$ cat config.mk
export PLATFORM = sky130hd
export DESIGN_NAME = ps2_mouse_init_seq
export DESIGN_NICKNAME = d
export VERILOG_FILES = /design/src/rtl/ps2_pkg.sv /design/src/rtl/ps2_timeout_ctr.sv /design/src/rtl/ps2_mouse_init_seq.sv
export SDC_FILE = /design/constraint.sdc
export NUM_CORES = 1
export LEC_CHECK = 0
export ABC_AREA = 1
export BUFFER_PORTS_ARGS = -buffer_cell sky130_fd_sc_hd__buf_4
export CAP_MARGIN = 10
export CORE_UTILIZATION = 59
export DETAILED_ROUTE_END_ITERATION = 10
export PLACE_DENSITY = 0.79
export SYNTH_ARGS = -nofsm -noshare
export SYNTH_HDL_FRONTEND = slang
export SYNTH_SLANG_ARGS = --single-unit
$ cat constraint.sdc
create_clock -name iCLK_50 -period 2 [get_ports iCLK_50]
set_input_delay 0.3 -clock iCLK_50 [delete_from_list [all_inputs] [get_ports iCLK_50]]
set_output_delay 0.3 -clock iCLK_50 [all_outputs]
set_load 0.01 [all_outputs]
$ cat src/rtl/ps2_pkg.sv
// PS/2 mouse init: shared command/response bytes, FSM state and error encodings.
package ps2_pkg;

    localparam logic [7:0] CMD_RESET    = 8'hFF;
    localparam logic [7:0] CMD_SET_RATE = 8'hF3;
    localparam logic [7:0] CMD_ENABLE   = 8'hF4;
    localparam logic [7:0] RSP_ACK      = 8'hFA;
    localparam logic [7:0] RSP_RESEND   = 8'hFE;
    localparam logic [7:0] RSP_ERROR    = 8'hFC;
    localparam logic [7:0] RSP_BAT_OK   = 8'hAA;
    localparam logic [7:0] RSP_ID_MOUSE = 8'h00;

    typedef enum logic [2:0] {
        ST_IDLE, ST_ISSUE, ST_WAIT_TX, ST_WAIT_ACK,
        ST_WAIT_BAT, ST_WAIT_ID, ST_READY, ST_FAIL
    } state_t;

    typedef enum logic [1:0] {
        ERR_NONE, ERR_TIMEOUT, ERR_DEVICE, ERR_UNEXP
    } err_t;

    // command ROM: reset, set-rate, rate byte, enable streaming
    function automatic logic [7:0] step_cmd(input logic [1:0] step, input logic [7:0] rate);
        case (step)
            2'd0:    step_cmd = CMD_RESET;
            2'd1:    step_cmd = CMD_SET_RATE;
            2'd2:    step_cmd = rate;
            default: step_cmd = CMD_ENABLE;
        endcase
    endfunction

endpackage

$ cat src/rtl/ps2_timeout_ctr.sv
// Loadable saturating down-counter; oTC flags zero while no load is pending.
module ps2_timeout_ctr #(
    parameter int W = 8
) (
    input  logic         iCLK_50,
    input  logic         iRST,
    input  logic         iLOAD,
    input  logic [W-1:0] iLOAD_VAL,
    output logic         oTC
);

    logic [W-1:0] cnt;

    // reload on request, otherwise count down and park at zero
    always_ff @(posedge iCLK_50) begin
        if (iRST)
            cnt <= '0;
        else if (iLOAD)
            cnt <= iLOAD_VAL;
        else if (cnt != '0)
            cnt <= cnt - W'(1);
    end

    assign oTC = (cnt == '0) && !iLOAD;

endmodule

$ cat src/rtl/ps2_mouse_init_seq.sv
// PS/2 mouse power-up sequencer: FF/AA/00, F3+rate, F4 with resend, timeout and retry handling.
module ps2_mouse_init_seq
    import ps2_pkg::*;
#(
    parameter logic [7:0] SAMPLE_RATE = 8'd100,
    parameter int         ACK_TO_CYC  = 1_000_000,
    parameter int         BAT_TO_CYC  = 50_000_000,
    parameter int         MAX_RETRY   = 3
) (
    input  logic       iCLK_50,
    input  logic       iRST,
    input  logic       iSTART,
    input  logic       iTX_RDY,
    output logic       oTX_REQ,
    output logic [7:0] oTX_DATA,
    input  logic       iTX_DONE,
    input  logic       iTX_ERR,
    input  logic       iRX_VALID,
    input  logic [7:0] iRX_DATA,
    output logic       oREADY,
    output logic       oFAIL,
    output logic [1:0] oERR_CODE,
    output logic [1:0] oRETRY_CNT,
    output logic [2:0] oSTEP
);

    localparam int TO_MAX = (ACK_TO_CYC > BAT_TO_CYC) ? ACK_TO_CYC : BAT_TO_CYC;
    localparam int TW     = (TO_MAX > 2) ? $clog2(TO_MAX) : 1;
    // the load lands one cycle after entry, so load N-2 to expire on the N-th cycle in the state
    localparam logic [TW-1:0] ACK_LD = TW'((ACK_TO_CYC >= 2) ? ACK_TO_CYC - 2 : 0);
    localparam logic [TW-1:0] BAT_LD = TW'((BAT_TO_CYC >= 2) ? BAT_TO_CYC - 2 : 0);
    localparam logic [2:0]    MAX_R  = 3'(MAX_RETRY);

    state_t        state;
    logic [1:0]    step, retry, resend;
    logic          tmr_ld, tmr_tc;
    logic [TW-1:0] tmr_val;
    logic          ack_rx, resend_last, tx_err, fail_now;
    err_t          fail_code;

    ps2_timeout_ctr #(.W(TW)) u_tmr (
        .iCLK_50   (iCLK_50),
        .iRST      (iRST),
        .iLOAD     (tmr_ld),
        .iLOAD_VAL (tmr_val),
        .oTC       (tmr_tc)
    );

    // classify this cycle's event: byte needing ACK evaluation, TX error, or a restart cause
    always_comb begin
        ack_rx      = iRX_VALID && ((state == ST_WAIT_ACK) || (state == ST_WAIT_TX && iTX_DONE));
        tx_err      = (state == ST_WAIT_TX) && iTX_ERR && !iTX_DONE;
        resend_last = ({1'b0, resend} + 3'd1) >= MAX_R;
        fail_now    = 1'b0;
        fail_code   = ERR_NONE;
        if (ack_rx) begin
            case (iRX_DATA)
                RSP_ACK:    fail_now = 1'b0;
                RSP_RESEND: begin fail_now = resend_last; fail_code = ERR_UNEXP;  end
                RSP_ERROR:  begin fail_now = 1'b1;        fail_code = ERR_DEVICE; end
                default:    begin fail_now = 1'b1;        fail_code = ERR_UNEXP;  end
            endcase
        end else if (tx_err) begin
            fail_now  = resend_last;
            fail_code = ERR_UNEXP;
        end else if (state == ST_WAIT_ACK || state == ST_WAIT_BAT || state == ST_WAIT_ID) begin
            if (iRX_VALID) begin
                if (iRX_DATA == RSP_ERROR) begin
                    fail_now  = 1'b1;
                    fail_code = ERR_DEVICE;
                end else if (!((state == ST_WAIT_BAT && iRX_DATA == RSP_BAT_OK) ||
                               (state == ST_WAIT_ID  && iRX_DATA == RSP_ID_MOUSE))) begin
                    fail_now  = 1'b1;
                    fail_code = ERR_UNEXP;
                end
            end else if (tmr_tc) begin
                fail_now  = 1'b1;
                fail_code = ERR_TIMEOUT;
            end
        end
    end

    // sequencer FSM: reset > start > restart path > ACK/resend > per-state progress
    always_ff @(posedge iCLK_50) begin
        oTX_REQ <= 1'b0;
        tmr_ld  <= 1'b0;
        if (iRST) begin
            state     <= ST_IDLE;
            step      <= 2'd0;
            retry     <= 2'd0;
            resend    <= 2'd0;
            oTX_DATA  <= 8'h00;
            oREADY    <= 1'b0;
            oFAIL     <= 1'b0;
            oERR_CODE <= ERR_NONE;
            tmr_val   <= '0;
        end else if (iSTART) begin
            state     <= ST_ISSUE;
            step      <= 2'd0;
            retry     <= 2'd0;
            resend    <= 2'd0;
            oREADY    <= 1'b0;
            oFAIL     <= 1'b0;
            oERR_CODE <= ERR_NONE;
        end else if (fail_now) begin
            oERR_CODE <= fail_code;
            step      <= 2'd0;
            resend    <= 2'd0;
            if ({1'b0, retry} < MAX_R) begin
                retry <= retry + 2'd1;
                state <= ST_ISSUE;
            end else begin
                state  <= ST_FAIL;
                oFAIL  <= 1'b1;
                oREADY <= 1'b0;
            end
        end else if (ack_rx && iRX_DATA == RSP_ACK) begin
            resend <= 2'd0;
            case (step)
                2'd0: begin
                    state   <= ST_WAIT_BAT;
                    tmr_ld  <= 1'b1;
                    tmr_val <= BAT_LD;
                end
                2'd3: begin
                    state  <= ST_READY;
                    oREADY <= 1'b1;
                end
                default: begin
                    step  <= step + 2'd1;
                    state <= ST_ISSUE;
                end
            endcase
        end else if (ack_rx || tx_err) begin
            // only a non-exhausting FE or line error reaches here: resend same step
            resend <= resend + 2'd1;
            state  <= ST_ISSUE;
        end else begin
            case (state)
                ST_ISSUE: if (iTX_RDY) begin
                    oTX_REQ  <= 1'b1;
                    oTX_DATA <= step_cmd(step, SAMPLE_RATE);
                    state    <= ST_WAIT_TX;
                end
                ST_WAIT_TX: if (iTX_DONE) begin
                    state   <= ST_WAIT_ACK;
                    tmr_ld  <= 1'b1;
                    tmr_val <= ACK_LD;
                end
                ST_WAIT_BAT: if (iRX_VALID) begin
                    state   <= ST_WAIT_ID;
                    tmr_ld  <= 1'b1;
                    tmr_val <= BAT_LD;
                end
                ST_WAIT_ID: if (iRX_VALID) begin
                    state <= ST_ISSUE;
                    step  <= 2'd1;
                end
                default: ;
            endcase
        end
    end

    assign oRETRY_CNT = retry;
    assign oSTEP      = {1'b0, step};

endmodule

==> results.py <==
metrics = {
    "outcome": {
        "status": "complete, no violations",
    },
    "timing": {
        "min_period_ps": 1900,
        "tns_ps": 0,
        "slew_violations": 0,
        "fmax_ghz": 0.526,
        "finalHoldViolCount": 0,
        "setup_slack_ps": 97.2,
        "max-slew-margin-rel": 0.549,
        "fin_skew_ps": 7.49,
        "setup_viol": 0,
        "worstMarginPinSlew_ps": 677,
        "hold_ws_ps": 334,
        "post-route-period-util": 0.951,
    },
    "floorplan": {
        "die_area_mm2": 0.00535,
        "num_rows": 25,
        "core_area_mm2": 0.00479,
        "start_util": 0.624,
        "io_pins": 33,
        "dieHeight_um": 73.2,
        "fp.dieW_um": 73.2,
    },
    "critical_path": {
        "max_stage_delay_ps": 340,
        "reg2reg_depth": 14,
        "critPathRequiredTime_ps": 2240,
        "endpoint_kind": "register",
        "slowest_stage": "dfxtp_2",
        "setup.worst_path.class": "register to register",
        "rr_endpoint": "oRETRY_CNT[0]",
        "start_kind": "register",
        "endpoint": "oRETRY_CNT[0]",
        "cp.arrival_ps": 2140,
        "crit_start": "u_tmr.cnt[0]",
        "reg2reg_slack_ps": 100,
        "crit_chain": "inv_2 -> ha_4 -> inv_1 -> nor2_1 -> nand3_1 -> nor2_4 -> nand4_4 -> nand2_2 -> nand3_2 -> nand2_4 -> nand2_8 -> nor2_2 -> nand2_1 -> a21oi_1",
        "cp_max_fo": 5,
        "timing.rr.start": "u_tmr.cnt[0]",
    },
    "synth": {
        "ys_warn_count": 0,
        "synth_fp_nets": 467,
        "ys_ff_latch": 49,
        "synth_cells": 442,
        "avgSynthCellArea_um2": 6.76,
        "ys_seq_area_frac": 0.328,
        "synth_top_area_frac": 0.328,
        "yosysTopAreaCell": "dfxtp_1",
        "ys_types": 36,
        "syn_area_mm2": 0.00299,
        "netlist_top_cells_area": "dfxtp_1, nand2_1, inv_1",
    },
    "placed_design": {
        "dpl.cell_count": 535,
        "dp_hpwl_um": 5290,
        "portBuffers": 31,
        "place_ws_ps": 75.6,
        "gp_congestion": 0.943,
    },
    "grt": {
        "grt_overflow": 0,
        "grt_pass1_vias": 2622,
        "grt_max_degree": 21,
        "antenna_found_initial": 0,
        "gr-usage-all-layers": 0.279,
        "grt_pass1_wl_um": 11500,
    },
    "routing": {
        "firstDrtPassIters": 5,
        "drc": 0,
        "post_drt_wl_per_cell_um": 13.3,
        "initialDrtViolationCount": 195,
        "vias": 2923,
        "viasPerCell": 5.31,
        "wirelength_um": 7290,
        "ant_nets": 0,
    },
    "power_and_ir_drop": {
        "ir_drop_v": 0.000910,
        "powerDensity_mw_per_mm2": 1400,
        "leakagePower_uw": 0.00162,
    },
    "clock_network": {
        "clockRootBuffer": "clkbuf_8",
        "cts_hold_buf": 0,
        "tritoncts": "built",
        "cts_max_level": 2,
        "cts_buffers": 5,
        "path_clk_slew_ps": 90,
        "cts_num_sinks": 49,
        "clockBufferDepth": 2,
        "clk_latency_ps": 310,
    },
    "cells_and_area": {
        "stdcell_count": 550,
        "n_fill_cell": 441,
        "drive_above_1_share": 0.217,
        "syn_to_final_growth_pct": 17.0,
        "layout.nets": 507,
        "n_antenna_cell": 0,
    },
    "run": {
        "maxCapViolations": 0,
    },
    "hold_path": {
        "hold_path_class": "input port to register",
    },
}
through the flow:
step                total power, uW   util  area, um2
floorplan                      3520      -       2990
global placement               4010  0.685       3280
detailed placement             4070  0.685       3280
CTS                            4660  0.702       3360
global route                   5310  0.730       3490
finish                         4900  0.730       3490
what timing repair did:
action	4_1_cts	5_1_grt
buffers inserted	0	5
gates resized for setup	0	19
hold endpoints to repair	0	0
endpoints found under the setup margin	0	15
layout make-up:
class / instances / area [um2] / area share
clock buffers: 6 / 72.6 / 0.0208
clock inverters: 2 / 10.0 / 0.00287
inverters: 71 / 272 / 0.0777
multi-input cells: 314 / 1770 / 0.505
flip-flops and latches: 49 / 982 / 0.281
well taps: 67 / 83.8 / 0.0240
repair buffers: 41 / 308 / 0.0881
layer usage:
metal / global-route usage / share of wire / vias up / wire length [um]
met5: 0 / 0 / - / 0
met4: 0.111 / 0.023 / 0 / 165
met2: 0.490 / 0.52 / 73 / 3810
met3: 0.0428 / 0.039 / 16 / 284
met1: 0.340 / 0.42 / 1330 / 3030
li1: - / - / 1504 / -
worst min path at each step:
stage                             from            end  cells past startpoint
after floorplan           u_tmr.cnt[0]   u_tmr.cnt[0]                      1
after global placement    u_tmr.cnt[0]   u_tmr.cnt[0]                      1
after detailed placement         oFAIL          oFAIL                      2
after CTS                         iRST  u_tmr.cnt[12]                      2
after global routing              iRST        oTX_REQ                      2
final                             iRST  u_tmr.cnt[12]                      2
flip-flops by register name, summed over array words and instances (netlist names), 2 cells and up:
signal,count
u_tmr.cnt,26
oTX_DATA,5
state,3
tmr_val,3
oERR_CODE,2
oRETRY_CNT,2
resend,2
step,2
logic make-up after synthesis:
| logic type | count (synthesis) | share of synthesized area |
|---|---|---|
| xor gates and xnor gates | 6 | 0.0201 |
| other | 1 | 0.00126 |
| AOI/OAI and AO/OA | 76 | 0.138 |
| adders and majority gates | 10 | 0.0419 |
| and+or+nand+nor | 219 | 0.361 |
| DFF | 49 | 0.328 |
| buffers and inverters | 81 | 0.110 |
synth_stat cells, drive strengths merged:
cell type,count
xor2,3
xnor2,3
nor4,3
clkbuf,4
dfxtp,49
inv,70
or2,11
nand4,13
o21ai,19
a21o,1
nor2,72
a221oi,1
o211ai,3
o21a,1
nand3,33
clkinv,1
nor3,8
buf,6
conb,1
a211oi,2
nand3b,1
nand2,78
a21oi,47
ha,10
a31oi,2
where the power goes:
group	internal (uW)	switching [uW]
Sequential	1230	230
Combinational	1080	1780
Clock	243	333
Total	2560	2340
placed cells by master (no fill, tap or decap), types with 2 or more instances in the layout:
cell and instances:
nand2_1 70, nor2_2 14, nand2_2 6, dfxtp_1 48, xnor2_1 2, a21oi_1 45, nand4_1 12, or2_2 11
nor3_1 6, nor2_4 6, inv_1 67, inv_2 2, clkinv_2 2, nor2_1 52, nor4_1 3, a211oi_1 2
nand2_4 3, nor3_2 2, nand3_1 29, buf_4 41, o21ai_0 19, o211ai_1 3, clkbuf_8 5, ha_1 9
xor2_1 3, nand3_2 3
worst max-delay path: cells and delay by family, from the launching register on:
family	cells	cell delay (ps)
and+or+nand+nor	10	1100
DFF	1	340
adders and majority gates	1	130
AOI/OAI and AO/OA	1	130
buffers and inverters	2	120
(Power assumes the default switching activity.)
